$ cat src/rtl/lockout_controller_pkg.sv
// Shared parameters for the safe lock controller: interval timer constants,
// lockout controller defaults and the lockout FSM state encoding.
package lockout_controller_pkg;

    localparam int IT_COUNT_W          = 16;
    localparam int IT_DEFAULT_INTERVAL = 1000;

    localparam int LC_MAX_FAILS_DEF    = 3;
    localparam int LC_MAX_LOCKOUTS_DEF = 4;
    localparam int LC_WD_CYCLES_DEF    = 64;

    typedef enum logic [1:0] {
        ST_IDLE  = 2'd0,
        ST_START = 2'd1,
        ST_WAIT  = 2'd2,
        ST_ALARM = 2'd3
    } lc_state_e;

endpackage

$ cat src/rtl/lockout_watchdog.sv
// Loadable down-counter guarding the WAIT state; expired flags a count of zero.
module lockout_watchdog #(
    parameter int WD_CYCLES = 64
) (
    input  logic clk,
    input  logic rst_n,
    input  logic clear,
    input  logic load,
    input  logic dec,
    output logic expired
);

    localparam int W = $clog2(WD_CYCLES);

    logic [W-1:0] count_q;
    logic [W-1:0] count_d;

    always_comb begin
        count_d = count_q;
        if (clear) begin
            count_d = '0;
        end else if (load) begin
            count_d = W'(WD_CYCLES - 1);
        end else if (dec && (count_q != '0)) begin
            count_d = count_q - 1'b1;
        end
    end

    always_ff @(posedge clk or negedge rst_n) begin
        if (!rst_n) begin
            count_q <= '0;
        end else begin
            count_q <= count_d;
        end
    end

    assign expired = (count_q == '0);

endmodule

$ cat src/rtl/lockout_controller.sv
// Failed-attempt lockout FSM driving the interval timer start/done handshake.
// Build option LOCKOUT_ESCALATION_EN adds the lockout counter and sticky ALARM.
module lockout_controller
    import lockout_controller_pkg::*;
#(
    parameter int MAX_FAILS    = LC_MAX_FAILS_DEF,
    parameter int MAX_LOCKOUTS = LC_MAX_LOCKOUTS_DEF,
    parameter int WD_CYCLES    = LC_WD_CYCLES_DEF
) (
    input  logic                           clk,
    input  logic                           rst_n,
    input  logic                           attempt_valid,
    input  logic                           attempt_ok,
    input  logic                           timer_done,
    output logic                           timer_start,
    output logic                           lockout,
    output logic                           unlock,
    output logic                           alarm,
    output logic [$clog2(MAX_FAILS+1)-1:0] fail_count
);

    localparam int FW = $clog2(MAX_FAILS + 1);
    localparam logic [FW-1:0] FAIL_LAST = FW'(MAX_FAILS - 1);

    lc_state_e     state_q, state_d;
    logic [FW-1:0] fail_q, fail_d;
    logic          unlock_q, unlock_d;
    logic          wd_clear, wd_load, wd_dec, wd_expired;

`ifdef LOCKOUT_ESCALATION_EN
    localparam int LW = $clog2(MAX_LOCKOUTS + 1);
    localparam logic [LW-1:0] LOCK_LAST = LW'(MAX_LOCKOUTS - 1);
    logic [LW-1:0] lock_q, lock_d;
`else
    // Keeps the escalation parameter referenced in the plain build.
    localparam int UNUSED_MAX_LOCKOUTS = MAX_LOCKOUTS;
`endif

    always_comb begin
        state_d  = state_q;
        fail_d   = fail_q;
        unlock_d = 1'b0;
        wd_clear = 1'b0;
        wd_load  = 1'b0;
        wd_dec   = 1'b0;
`ifdef LOCKOUT_ESCALATION_EN
        lock_d   = lock_q;
`endif
        case (state_q)
            ST_IDLE: begin
                wd_clear = 1'b1;
                if (attempt_valid) begin
                    if (attempt_ok) begin
                        unlock_d = 1'b1;
                        fail_d   = '0;
`ifdef LOCKOUT_ESCALATION_EN
                        lock_d   = '0;
`endif
                    end else if (fail_q == FAIL_LAST) begin
                        fail_d  = fail_q + 1'b1;
                        state_d = ST_START;
                    end else if (fail_q < FAIL_LAST) begin
                        fail_d = fail_q + 1'b1;
                    end
                end
            end
            ST_START: begin
                wd_load = 1'b1;
                state_d = ST_WAIT;
            end
            ST_WAIT: begin
                wd_dec = 1'b1;
                // A done arriving on the expiry cycle still completes the lockout.
                if (timer_done) begin
                    fail_d  = '0;
                    state_d = ST_IDLE;
`ifdef LOCKOUT_ESCALATION_EN
                    lock_d = lock_q + 1'b1;
                    if (lock_q == LOCK_LAST) begin
                        state_d = ST_ALARM;
                    end
`endif
                end else if (wd_expired) begin
                    state_d = ST_START;
                end
            end
`ifdef LOCKOUT_ESCALATION_EN
            ST_ALARM: begin
                wd_clear = 1'b1;
            end
`endif
            default: begin
                wd_clear = 1'b1;
                state_d  = ST_IDLE;
            end
        endcase
    end

    always_ff @(posedge clk or negedge rst_n) begin
        if (!rst_n) begin
            state_q  <= ST_IDLE;
            fail_q   <= '0;
            unlock_q <= 1'b0;
        end else begin
            state_q  <= state_d;
            fail_q   <= fail_d;
            unlock_q <= unlock_d;
        end
    end

`ifdef LOCKOUT_ESCALATION_EN
    always_ff @(posedge clk or negedge rst_n) begin
        if (!rst_n) begin
            lock_q <= '0;
        end else begin
            lock_q <= lock_d;
        end
    end

    assign alarm = (state_q == ST_ALARM);
`else
    assign alarm = 1'b0;
`endif

    lockout_watchdog #(
        .WD_CYCLES (WD_CYCLES)
    ) u_watchdog (
        .clk     (clk),
        .rst_n   (rst_n),
        .clear   (wd_clear),
        .load    (wd_load),
        .dec     (wd_dec),
        .expired (wd_expired)
    );

    assign timer_start = (state_q == ST_START);
    assign lockout     = (state_q != ST_IDLE);
    assign unlock      = unlock_q;
    assign fail_count  = fail_q;

endmodule
$ cat config.mk
export PLATFORM = sky130hd
export DESIGN_NAME = lockout_controller
export DESIGN_NICKNAME = d
export VERILOG_FILES = /design/src/rtl/lockout_controller_pkg.sv /design/src/rtl/lockout_watchdog.sv /design/src/rtl/lockout_controller.sv
export SDC_FILE = /design/constraint.sdc
export NUM_CORES = 1
export LEC_CHECK = 0
export CAP_MARGIN = 25
export CELL_PAD_IN_SITES_DETAIL_PLACEMENT = 2
export CELL_PAD_IN_SITES_GLOBAL_PLACEMENT = 2
export CORE_ASPECT_RATIO = 1.2
export CORE_UTILIZATION = 29
export DETAILED_ROUTE_END_ITERATION = 8
export PLACE_DENSITY_LB_ADDON = 0.1
export SYNTH_ARGS = -nofsm -noshare
export SYNTH_HDL_FRONTEND = slang
export SYNTH_SLANG_ARGS = --single-unit
$ cat constraint.sdc
create_clock -name clk -period 1.6 [get_ports clk]
set_input_delay 0.4 -clock clk [delete_from_list [all_inputs] [get_ports clk]]
set_output_delay 0.4 -clock clk [all_outputs]
set_load 0.01 [all_outputs]
# Yosys cells after proc, flatten, opt, wreduce, memory -nomap -nowiden
# Index checks and enable logic that the tools add are counted.
# classes
n_addsub,2
order_cmp,1
n_eq_ne,10
n_mux,20
reduce_logical,9
# ops
op,n
$mux 2,10
$mux 6,3
$ne 2x2->1 const B,4
$reduce_and 4->1,2
$logic_not 6->1,1
$pmux 2 s3,1
$reduce_bool 6->1,1
$sub 6x1->6 const B,1
$mux 1,5
$eq 2x2->1 const B,2
$ne 4x4->1 const B,1
$pmux 2 s2,1
$reduce_bool 2->1,2
$ne 3x1->1 const B,1
$ne 3x2->1 const B,1
$add 2x1->2 const B,1
$eq 2x1->1 const B,1
$logic_not 2->1,1
$lt 2x2->1 const B,1
$reduce_or 2->1,1
$logic_and 1x1->1,1
# totals
register_bits,11
output_inout_bits,6
wordCells,46

# Depth between registers and ports, before layout
# Gate-level depths: netlist (run 1).
# logic_depth
word_depth,6
mapped_depth,6
depth_no_buf,5

# Cells and area by module
# A second synthesis (run 1) with hierarchy kept.
# unflattened
cells_unflattened,74
area_unflattened_um2,765.7
# modules_own_cells
mod,instances,cells_each,area_per_inst_um2,seq_area_each_um2
lockout_watchdog,1,41,394.1,150.1
lockout_controller,1,33,371.6,125.1

# Least setup slack after synthesis (run 1)
# OpenSTA, ideal clock, no wires.
# synth_path
path_kind,register -> register
start,reg u_watchdog.count_q[0]
end,reg u_watchdog.count_q[1]
setup_ps,69
t_arrival_ps,1690
t_required_ps,1531
setup_slack_ps,-158
path_stages_with_launch,7
n_path_buf,1
synth_period_minus_slack_ps,1758
cell_sequence,dfrtp_1 inv_1 ha_1 or4b_1 clkbuf_2 or4_1 nand3_1
# synth_between
elab_chain_cells,4
elab_cells_between_ends,7
# synth_lines
element,line_no,source
"start, declared",lockout_watchdog.sv:15,logic [W-1:0] count_q;
"start signal, assigned",lockout_watchdog.sv:33,count_q <= count_d;
$sub 6x1->6,lockout_watchdog.sv:25,count_d = count_q - 1'b1;
$mux 6,lockout_watchdog.sv:24,end else if (dec && (count_q != '0)) begin
$mux 6,lockout_watchdog.sv:22,end else if (load) begin
$mux 6,lockout_watchdog.sv:20,if (clear) begin
# Parallel ways exist; a longest one is shown, timed or not. The select of a mux whose other input is x is not followed.
# A chain may end at the register's enable or synchronous reset.

# Worst setup path after layout (run 1)
# layout_path
start,reg u_watchdog.count_q[1]
end,reg state_q[1]
# layout_between
elab_chain_cells,3
# layout_lines
element,line_no,source
$logic_not 6->1,lockout_watchdog.sv:37,assign expired = (count_q == '0);
$ne 3x2->1 (no source line),-,
$reduce_and 4->1 (no source line),-,
"end signal, assigned",lockout_controller.sv:105,state_q <= state_d;
"end, declared",lockout_controller.sv:25,"lc_state_e state_q, state_d;"
# Every way passes these cells.

==> impl_metrics.yaml, run 1 <==
placed_design:
  dp_hpwl_um: 1630
  dpl_cell_area_um2: 1020
  place_congestion: 0.835
  io_buffers: 9
global_routing:
  grt_pass1_vias: 800
  track_usage: 0.195
  grt_pass1_wl_um: 3680
  grt_overflow: 0
  grt_max_degree: 12
  antenna_found_initial: 0
logic_synthesis:
  ys_types: 36
  syn_inst: 75
  ys_seq_area_frac: 0.372
  avgSynthCellArea_um2: 9.88
  yosys.area.top_type: "dfrtp_1"
  netlist_area_um2: 741
  ys.flop_type: "dfrtp_1"
  synth-seq-cells: 11
  synth-edff-count: 0
  yosysTopAreaCellShare: 0.372
  async_reset_ff_frac: 1.00
  ys_warn_count: 0
  synth_area_leaders: "dfrtp_1 (37%), ha_1 (10%), o211ai_1 (5.1%)"
  syn-num-nets: 86
layout:
  finalInstanceArea_um2: 1140
  antennaDiodeCount: 0
  area_growth_pct: 53.9
  nNetsFinal: 123
  layout-drive-gt1-share: 0.423
power_and_ir_drop:
  leakage_nw: 0.517
  p_per_area_nw_per_um2: 2040
  ir_drop_mv: 0.942
critical_path:
  criticalPathCategory: "flop to flop"
  cp_max_fo: 3
  crit_slowest_cell: "or4b_4"
  path_cells: "inv_2 -> ha_4 -> or4b_4 -> buf_6 -> o211ai_1 -> o211ai_1"
  cp_data_required_time_ns: 1.75
  arrival_ns: 1.81
  reg2regPathDepth: 6
  end_kind: "flop"
  reg2reg_slack_ns: -0.05
  crit_top_cell: "o211ai_1"
  worstSetupStartpointType: "flop"
  r2r_start: "u_watchdog.count_q[1]"
  cp_slowest_stage_delay_ns: 0.47
  rr_endpoint: "state_q[1]"
worst_hold_path:
  hold_class: "input pin to asynchronous set/reset pin"
run_status:
  failed_checks: "setup timing"
  status: "finished, violations left"
floorplanning:
  io_pins: 11
  die_area_um2: 2760
  rows: 19
  start_util: 0.315
  fp.dieH_um: 57.4
  die_width_um: 48.1
  core-area_um2: 2350
routing:
  avgRoutedWirePerCell_um: 16.0
  postRouteAntennaNets: 0
  wl_um: 2270
  drt_iter0_drc: 4
  drtPass1Iterations: 4
  vias: 724
  vias_per_cell: 5.10
  drcViolationCount: 0
cts:
  cts.hold.buffers_added: 0
  htreeDepth: 1
  clkTransAtPathRegs_ns: 0.08
  clock_path_buffers: 2
  cts_tree: "yes"
  cts_sinks: 11
  cts_buffers: 3
  root_buffer: "clkbuf_4"
  clk_latency_ns: 0.28
sta:
  maxSlewViolCount: 0
  hold_viol_final: 0
  worst_clock_skew_ns: 0.000693
  setup_ws_ns: -0.0522
  final-setup-viol-count: 5
  layout_min_cycle_time_ns: 1.65
  clock.fmax_mhz: 605
  finalCritPeriodShare: 1.03
  rsz0062_at_grt: "true"
  whs_ns: 0.415
run:
  maxCapViolations: 0
[synthesized netlist by cell type, drive strengths merged, types with 2 or more instances]
master	number
clkbuf	2
dfrtp	11
ha	6
inv	6
mux2	2
nand2	2
nand3	3
nor2	3
nor2b	3
nor3b	2
o211ai	5
o21a	4
o31a	2
o31ai	2
or4	2
[per-layer routing]
layer | vias to the layer above | track usage | wire length, um
li1 | 348 | - | -
met1 | 360 | 0.224 | 982
met2 | 10 | 0.330 | 1210
met3 | 6 | 0.0316 | 24
met4 | 0 | 0.0952 | 56
met5 | - | 0 | 0
[metrics by stage]
step | setup slack, ns | cells | total power (W) | setup TNS (ns) | util
6_report | -0.0522 | 142 | 0.00232 | -0.161 | 0.484
5_1_grt | -0.127 | 142 | 0.00252 | -0.535 | 0.484
4_1_cts | -0.0831 | 141 | 0.00224 | -0.254 | 0.468
3_5_place_dp | -0.186 | 134 | 0.00187 | -0.859 | 0.434
3_3_place_gp | -0.182 | 134 | 0.00183 | -0.507 | 0.434
2_1_floorplan | -0.117 | 75 | 0.00123 | -0.122 | -
[registers in the layout, indices dropped and copies added (netlist names)]
| name | cells |
|---|---|
| u_watchdog.count_q | 6 |
| state_q | 2 |
| unlock | 1 |
| fail_count | 2 |
[report_power, final]
group / switching [W] / internal (W) / total (W)
clock network: 0.000110 / 0.0000969 / 0.000207
logic: 0.000716 / 0.000901 / 0.00162
registers: 0.000102 / 0.000396 / 0.000498
[worst max-delay path: cells and delay by family, from the launching register on]
family,cells,cell delay (ns)
simple gates,1,0.47
flops,1,0.40
compound gates,2,0.31
buf+inv,2,0.22
fa+ha+maj,1,0.12
[layout by cell type (no fill, tap or decap), drive strengths merged, types with 4 or more instances in the layout]
cell type	instances
buf	28
dfrtp	11
inv	6
ha	6
o211ai	5
clkdlybuf4s50	5
o21a	4
clkbuf	4
[worst max-delay path by stage]
| stage | start | endpoint | slack (ns) | cells after the start |
|---|---|---|---|---|
| floorplan | u_watchdog.count_q[1] | u_watchdog.count_q[1] | -0.12 | 6 |
| global placement | attempt_ok | fail_count[0] | -0.18 | 4 |
| detailed placement | attempt_ok | fail_count[0] | -0.19 | 4 |
| CTS | u_watchdog.count_q[1] | state_q[1] | -0.08 | 6 |
| global route | u_watchdog.count_q[0] | state_q[1] | -0.13 | 6 |
| finish | u_watchdog.count_q[1] | state_q[1] | -0.05 | 6 |
[cell type report]
class | count | area, um^2
Sequential cell | 11 | 275
Clock buffer | 4 | 26.3
Tap cell | 31 | 38.8
Fill cell | 240 | 1210
Inverter | 6 | 22.5
Timing Repair Buffer | 35 | 284
Multi-Input combinational cell | 55 | 493
[repair_timing]
action,4_1_cts,5_1_grt
endpoints found under the hold margin,0,0
pin swaps,5,2
setup buffers,3,1
setup endpoints to repair,13,12
gates resized for setup,21,10
[cells by family after synthesis]
family	share of synthesized area
buf+inv	0.0524
simple gates	0.186
compound gates	0.228
xor+xnor	0.0118
other cells	0.00506
fa+ha+maj	0.101
flops	0.372
mux	0.0439
(Power assumes the default switching activity.)
==> run 2: changes to the inputs <==
CTS_CLUSTER_SIZE = 10   (was unset)
==> results of run 2 <==
Same layout as run 1: the final DEF is identical, and so are final timing and power.
